==> config.mk <==
export PLATFORM = sky130hd
export DESIGN_NAME = voice_scheduler
export DESIGN_NICKNAME = d
export VERILOG_FILES = /design/src/rtl/voice_sched_pkg.sv /design/src/rtl/lrclk_edge_sync.sv /design/src/rtl/voice_scheduler.sv
export SDC_FILE = /design/constraint.sdc
export NUM_CORES = 1
export LEC_CHECK = 0
export ABC_CLOCK_PERIOD_IN_PS = 4600
export CELL_PAD_IN_SITES_DETAIL_PLACEMENT = 2
export CELL_PAD_IN_SITES_GLOBAL_PLACEMENT = 2
export CORE_MARGIN = 2
export CORE_UTILIZATION = 37
export DETAILED_ROUTE_END_ITERATION = 12
export PLACE_DENSITY_LB_ADDON = 0.08
export SLEW_MARGIN = 15
export SYNTH_ARGS = -nofsm -noshare
export SYNTH_HDL_FRONTEND = slang
export SYNTH_SLANG_ARGS = --single-unit
==> constraint.sdc <==
create_clock -name CLK -period 4.6 [get_ports CLK]
set_input_delay 1.38 -clock CLK [delete_from_list [all_inputs] [get_ports CLK]]
set_output_delay 1.38 -clock CLK [all_outputs]
set_load 0.1 [all_outputs]
==> src/rtl/voice_sched_pkg.sv <==
// Shared types and constants for the wavetable voice scheduler.
// Sweep FSM states, host register map and mix-bus width.
package voice_sched_pkg;

    localparam int SAMPLE_W = 24;
    localparam int MIX_W    = SAMPLE_W + 3;

    localparam logic [3:0] TABLE_BASE  = 4'd0;
    localparam logic [3:0] INC_BASE    = 4'd8;
    localparam logic [3:0] STATUS_ADDR = 4'd15;

    typedef enum logic [1:0] {
        IDLE,
        ISSUE,
        DRAIN,
        DONE
    } state_t;

endpackage

==> src/rtl/lrclk_edge_sync.sv <==
// Brings the raw I2S word clock into CLK and flags either edge.
// Detection is held off until the chain is loaded so reset never fakes an edge.
module lrclk_edge_sync (
    input  logic CLK,
    input  logic RESET_N,
    input  logic lrclk,
    output logic frame_start
);

    logic [1:0] sync_q, sync_d;
    logic       prev_q, prev_d;
    logic [2:0] arm_q, arm_d;

    always_comb begin
        sync_d = {sync_q[0], lrclk};
        prev_d = sync_q[1];
        arm_d  = {arm_q[1:0], 1'b1};
    end

    always_ff @(posedge CLK or negedge RESET_N) begin
        if (!RESET_N) begin
            sync_q <= '0;
            prev_q <= 1'b0;
            arm_q  <= '0;
        end else begin
            sync_q <= sync_d;
            prev_q <= prev_d;
            arm_q  <= arm_d;
        end
    end

    assign frame_start = arm_q[2] & (sync_q[1] ^ prev_q);

endmodule

==> src/rtl/voice_scheduler.sv <==
// Per-frame voice sweep, phase accumulation and mix, sharing one RAM port with the host.
// Define MIX_SATURATE_EN to clamp the mix to the signed sample range.
module voice_scheduler
    import voice_sched_pkg::*;
#(
    parameter int NUM_VOICES = 7,
    parameter int ADDR_W     = 3,
    parameter int DATA_W     = SAMPLE_W,
    parameter int PHASE_W    = 16
) (
    input  logic                    CLK,
    input  logic                    RESET_N,
    input  logic                    LRCLK,
    input  logic [NUM_VOICES-1:0]   voice_en,
    input  logic [3:0]              host_address,
    input  logic                    host_read,
    input  logic                    host_write,
    input  logic [31:0]             host_writedata,
    output logic [31:0]             host_readdata,
    output logic                    host_waitrequest,
    output logic [ADDR_W-1:0]       ram_address,
    output logic                    ram_read,
    output logic                    ram_write,
    output logic [DATA_W-1:0]       ram_writedata,
    input  logic [DATA_W-1:0]       ram_readdata,
    output logic [MIX_W-1:0]        mix_data,
    output logic                    mix_valid,
    output logic                    overrun
);

    localparam int CNT_W = $clog2(NUM_VOICES);

    logic frame_start;

    lrclk_edge_sync u_sync (
        .CLK         (CLK),
        .RESET_N     (RESET_N),
        .lrclk       (LRCLK),
        .frame_start (frame_start)
    );

    state_t                     state_q, state_d;
    logic [CNT_W-1:0]           cnt_q, cnt_d;
    logic [PHASE_W-1:0]         phase_q [NUM_VOICES];
    logic [PHASE_W-1:0]         phase_d [NUM_VOICES];
    logic [PHASE_W-1:0]         inc_q [NUM_VOICES];
    logic [PHASE_W-1:0]         inc_d [NUM_VOICES];
    logic signed [MIX_W-1:0]    acc_q, acc_d;
    logic                       en_p_q, en_p_d;
    logic                       vld_p_q, vld_p_d;
    logic                       rd_fl_q, rd_fl_d;
    logic                       pend_q, pend_d;
    logic [MIX_W-1:0]           mix_data_q, mix_data_d;
    logic                       mix_valid_q, mix_valid_d;
    logic                       overrun_q, overrun_d;

    logic                       sweep;
    logic                       busy;
    logic                       tbl_sel;
    logic                       inc_sel;
    logic                       host_ok;
    logic                       wr_ack;
    logic                       rd_issue;
    logic signed [MIX_W-1:0]    contrib;

    function automatic logic [MIX_W-1:0] clamp(input logic signed [MIX_W-1:0] v);
`ifdef MIX_SATURATE_EN
        logic signed [MIX_W-1:0] hi;
        logic signed [MIX_W-1:0] lo;
        hi = '0;
        hi[DATA_W-2:0] = '1;
        lo = ~hi;
        if (v > hi) return hi;
        if (v < lo) return lo;
        return v;
`else
        return v;
`endif
    endfunction

    assign sweep    = (state_q == ISSUE);
    assign busy     = (state_q != IDLE);
    assign tbl_sel  = ~host_address[3];
    assign inc_sel  = host_address[3] && (host_address != STATUS_ADDR);
    assign host_ok  = !busy && !frame_start && !pend_q;
    assign wr_ack   = host_write && host_ok;
    assign rd_issue = host_read && tbl_sel && host_ok && !rd_fl_q;
    assign contrib  = (vld_p_q && en_p_q)
                    ? {{(MIX_W-DATA_W){ram_readdata[DATA_W-1]}}, ram_readdata}
                    : '0;

    always_comb begin
        state_d     = state_q;
        cnt_d       = cnt_q;
        phase_d     = phase_q;
        inc_d       = inc_q;
        acc_d       = acc_q + contrib;
        en_p_d      = 1'b0;
        vld_p_d     = 1'b0;
        rd_fl_d     = 1'b0;
        pend_d      = 1'b0;
        mix_data_d  = mix_data_q;
        mix_valid_d = 1'b0;
        overrun_d   = overrun_q;

        unique case (state_q)
            IDLE: begin
                if (frame_start && rd_fl_q) begin
                    pend_d = 1'b1;
                end else if (frame_start || pend_q) begin
                    state_d = ISSUE;
                    cnt_d   = '0;
                    acc_d   = '0;
                end
                if (rd_issue) rd_fl_d = 1'b1;
                if (wr_ack && inc_sel) begin
                    inc_d[host_address[2:0]] = host_writedata[PHASE_W-1:0];
                end
                if (wr_ack && host_address == STATUS_ADDR && host_writedata[0]) begin
                    overrun_d = 1'b0;
                end
            end
            ISSUE: begin
                en_p_d  = voice_en[cnt_q];
                vld_p_d = 1'b1;
                // a gated voice restarts its waveform from the table start
                phase_d[cnt_q] = voice_en[cnt_q] ? phase_q[cnt_q] + inc_q[cnt_q] : '0;
                if (cnt_q == CNT_W'(NUM_VOICES - 1)) state_d = DRAIN;
                else cnt_d = cnt_q + 1'b1;
            end
            DRAIN: begin
                mix_data_d  = clamp(acc_d);
                mix_valid_d = 1'b1;
                state_d     = DONE;
            end
            DONE: begin
                state_d = IDLE;
            end
            default: state_d = IDLE;
        endcase

        if (frame_start && busy) overrun_d = 1'b1;
    end

    always_ff @(posedge CLK or negedge RESET_N) begin
        if (!RESET_N) begin
            state_q     <= IDLE;
            cnt_q       <= '0;
            for (int i = 0; i < NUM_VOICES; i++) begin
                phase_q[i] <= '0;
                inc_q[i]   <= '0;
            end
            acc_q       <= '0;
            en_p_q      <= 1'b0;
            vld_p_q     <= 1'b0;
            rd_fl_q     <= 1'b0;
            pend_q      <= 1'b0;
            mix_data_q  <= '0;
            mix_valid_q <= 1'b0;
            overrun_q   <= 1'b0;
        end else begin
            state_q     <= state_d;
            cnt_q       <= cnt_d;
            phase_q     <= phase_d;
            inc_q       <= inc_d;
            acc_q       <= acc_d;
            en_p_q      <= en_p_d;
            vld_p_q     <= vld_p_d;
            rd_fl_q     <= rd_fl_d;
            pend_q      <= pend_d;
            mix_data_q  <= mix_data_d;
            mix_valid_q <= mix_valid_d;
            overrun_q   <= overrun_d;
        end
    end

    always_comb begin
        ram_read         = 1'b0;
        ram_write        = 1'b0;
        ram_address      = '0;
        ram_writedata    = '0;
        host_waitrequest = 1'b0;
        host_readdata    = '0;
        if (RESET_N) begin
            ram_read  = sweep || rd_issue;
            ram_write = wr_ack && tbl_sel;
            ram_address = sweep ? phase_q[cnt_q][PHASE_W-1 -: ADDR_W]
                                : host_address[ADDR_W-1:0];
            if (ram_write) ram_writedata = host_writedata[31 -: DATA_W];
            host_waitrequest = busy
                || (host_write && (frame_start || pend_q))
                || (host_read && tbl_sel && !rd_fl_q);
            if (rd_fl_q) begin
                host_readdata = {ram_readdata, {(32-DATA_W){1'b0}}};
            end else if (host_read && inc_sel) begin
                host_readdata = 32'(inc_q[host_address[2:0]]);
            end else if (host_read && host_address == STATUS_ADDR) begin
                host_readdata = {30'd0, busy, overrun_q};
            end
        end
    end

    assign mix_data  = mix_data_q;
    assign mix_valid = mix_valid_q;
    assign overrun   = overrun_q;

endmodule

==> results.sh <==
export IMPL_root_buffer="clkbuf_16"
export IMPL_initial_core_util_pct=37.41
export IMPL_cts_buffers=37
export IMPL_pwr_share_clk_pct=20.0
export IMPL_leakagePower_nw=9.485
export IMPL_ys_ff_latch=295
export IMPL_grt_pass1_wl_mm=93.44
export IMPL_cts_setup_buffers=0
export IMPL_reg2reg_to="phase_q[108]"
export IMPL_syn_area_per_cell_um2=9.986
export IMPL_dieArea_mm2=0.04632
export IMPL_slew_headroom_pct=25.91
export IMPL_drt_wl_total_mm=58.74
export IMPL_synthFlopType="dfrtp_1"
export IMPL_status="complete, no violations"
export IMPL_power_density_mw_per_mm2=714.1
export IMPL_place_gp_congestion=0.8254
export IMPL_fin_crit_sh_pct=97.79
export IMPL_coreArea_mm2=0.04412
export IMPL_antenna_left=0
export IMPL_grt_pass1_vias=15528
export IMPL_period_needed_ps=4498
export IMPL_yosys_area_top_type="dfrtp_1"
export IMPL_worst_slew_pin_transition_ps=1109
export IMPL_ir_drop_mv=0.3382
export IMPL_area_delta_synth_final_pct=26.99
export IMPL_fin_cells=2439
export IMPL_num_rows=77
export IMPL_fp_dieW_um=215.2
export IMPL_hold_viol=0
export IMPL_fp_dieH_um=215.2
export IMPL_startpoint_type="input pin"
export IMPL_hold_class="flop to flop"
export IMPL_placed_cells=2372
export IMPL_dr_pass1_iters=5
export IMPL_clk_latency_ps=560
export IMPL_routed_via_density=5.605
export IMPL_cp_endpoint="host_readdata[13]"
export IMPL_maxCapViolCount=0
export IMPL_worst_path_max_fanout=22
export IMPL_p_sw_share_pct=44.99
export IMPL_overflow=0
export IMPL_grt_max_degree=166
export IMPL_setup_viol=0
export IMPL_fmax_ghz=0.2223
export IMPL_critPathKind="input pin to output port"
export IMPL_worst_r2r_cell_count=13
export IMPL_post_place_ws_ps=9.883
export IMPL_seq_area_frac_synth_pct=44.72
export IMPL_final_cell_mix="293 x dfrtp_1, 214 x nand2_1, 186 x o21ai_0"
export IMPL_numPortBuffers=162
export IMPL_synth_area_mm2=0.01651
export IMPL_num_antenna_cells=0
export IMPL_required_ps=3220
export IMPL_syn_nets=1773
export IMPL_crit_arrival_ps=3120
export IMPL_seqPwrFrac_pct=30.1
export IMPL_drt_iter0_markers=695
export IMPL_synth_edf_count=0
export IMPL_path_clk_slew_ps=60
export IMPL_layout_nets=1939
export IMPL_tritoncts="done"
export IMPL_finalClockSkew_ps=33.75
export IMPL_grt_total_usage_pct=25.80
export IMPL_via_count=13670
export IMPL_power_frac_comb_pct=49.9
export IMPL_drcViolationCount=0
export IMPL_rsz0062_at_grt="no"
export IMPL_internal_power_mw=8.235
export IMPL_synthArstFlopShare_pct=100.0
export IMPL_r2r_start="cnt_q[1]"
export IMPL_cp_end_kind="output port"
export IMPL_drive_gt1_share_pct=21.28
export IMPL_startpoint="host_address[0]"
export IMPL_synth_top_area_share_pct=44.72
export IMPL_worst_slack_ps=101.8
export IMPL_cts_sink_count=295
export IMPL_p_switching_mw=6.735
export IMPL_routedWlPerCell_um=24.08
export IMPL_ys_warn_count=0
export IMPL_power_mw=14.97
export IMPL_synth_area_top_cells="dfrtp_1 45%, mux2_2 7.5%, o21ai_0 5.7%"
export IMPL_cts_max_level=2
export IMPL_final_common_cell="dfrtp_1"
export IMPL_netlist_instances=1653
export IMPL_dp_hpwl_mm=41.45
export IMPL_synthDistinctLibCells=71
export IMPL_rrSetupSlack_ps=620
export IMPL_clock_path_buffers=3
export IMPL_drv_slew=0
export IMPL_ios=163
export IMPL_antenna_found_initial=0
[power groups by stage]
| stage | registers, mW | clock network [mW] | logic [mW] |
|---|---|---|---|
| 2_1_floorplan | 4.95 | 0 | 4.34 |
| 3_3_place_gp | 4.46 | 0 | 7.25 |
| 3_5_place_dp | 4.53 | 0 | 7.48 |
| 4_1_cts | 4.51 | 3.09 | 7.55 |
| 5_1_grt | 4.65 | 3.17 | 8.15 |
| 6_report | 4.50 | 3.00 | 7.47 |
[worst max-delay path: stages]
cell	delay [ps]
buf_2	290
buf_4	360
and3_1	470
nor2_1	110
a32o_1	310
buf_12	180
[how the worst min path moves through the flow]
stage	cells past startpoint	endpoint	startpoint	slack [ps]
floorplan	0	u_sync.arm_q[1]	u_sync.arm_q[0]	330
global placement	0	u_sync.arm_q[1]	u_sync.arm_q[0]	330
detailed placement	0	u_sync.arm_q[2]	u_sync.arm_q[1]	340
CTS	0	u_sync.sync_q[1]	u_sync.sync_q[0]	370
global route	0	u_sync.sync_q[1]	u_sync.sync_q[0]	380
finish	0	u_sync.sync_q[1]	u_sync.sync_q[0]	370
[flip-flops by register name, indices dropped and copies added, names as in the netlist, 2 cells and up]
signal         flops
u_sync.arm_q       3
state_q            2
acc_q             27
phase_q          112
cnt_q              3
mix_data          27
u_sync.sync_q      2
inc_q            112
[synthesized netlist by cell type, types with 24 or more instances]
library cell / instances
and3_1: 46
clkbuf_1: 81
inv_1: 24
mux2_2: 110
o21ai_0: 188
ha_1: 46
a21oi_1: 98
and2_1: 32
nand2_1: 214
mux4_2: 40
nor2_1: 116
dfrtp_1: 295
mux2i_1: 53
[per-layer routing]
layer	part of all wire [%]	routed length, um	up-vias	track usage [%]
li1	-	-	6265	-
met5	0	0	-	0
met4	2.7	1613	0	8.138
met3	3.2	1891	91	3.496
met1	43	25030	7091	32.09
met2	51	30210	223	46.27
[what timing repair did]
action                     4_1_cts  5_1_grt
hold buffers                     0        0
setup endpoints to repair        0        1
gates resized for setup          0        1
[cell families after synthesis]
logic type               Yosys count  synth area share [%]
AND/OR/NAND/NOR                  502                 13.92
AO/OA/AOI/OAI                    423                 15.22
flip-flops                       295                 44.72
multiplexers                     213                 17.08
buffers and inverters            134                 3.335
adder cells (fa/ha/maj)           48                 3.729
XOR/XNOR                          37                 1.963
other                              1               0.02272
[metrics by stage]
stage	hold WS [ps]	setup TNS [ps]	util [%]	instance area, um^2
finish	369.7	0	47.51	20960
global route	381.9	0	47.51	20960
CTS	368.7	0	47.50	20960
detailed placement	336.3	0	44.69	19720
global placement	334.9	0	44.69	19720
floorplan	331.2	-178.0	-	16670
[final cells by class]
class / instances / area [um^2]
Clock buffer: 58 / 1137
Clock inverter: 9 / 102.6
Fill cell: 4583 / 23160
Inverter: 26 / 97.59
Multi-Input combinational cell: 1224 / 8725
Sequential cell: 295 / 7390
Tap cell: 592 / 740.7
Timing Repair Buffer: 235 / 2770
No activity file was read; power rests on OpenSTA's default activity.
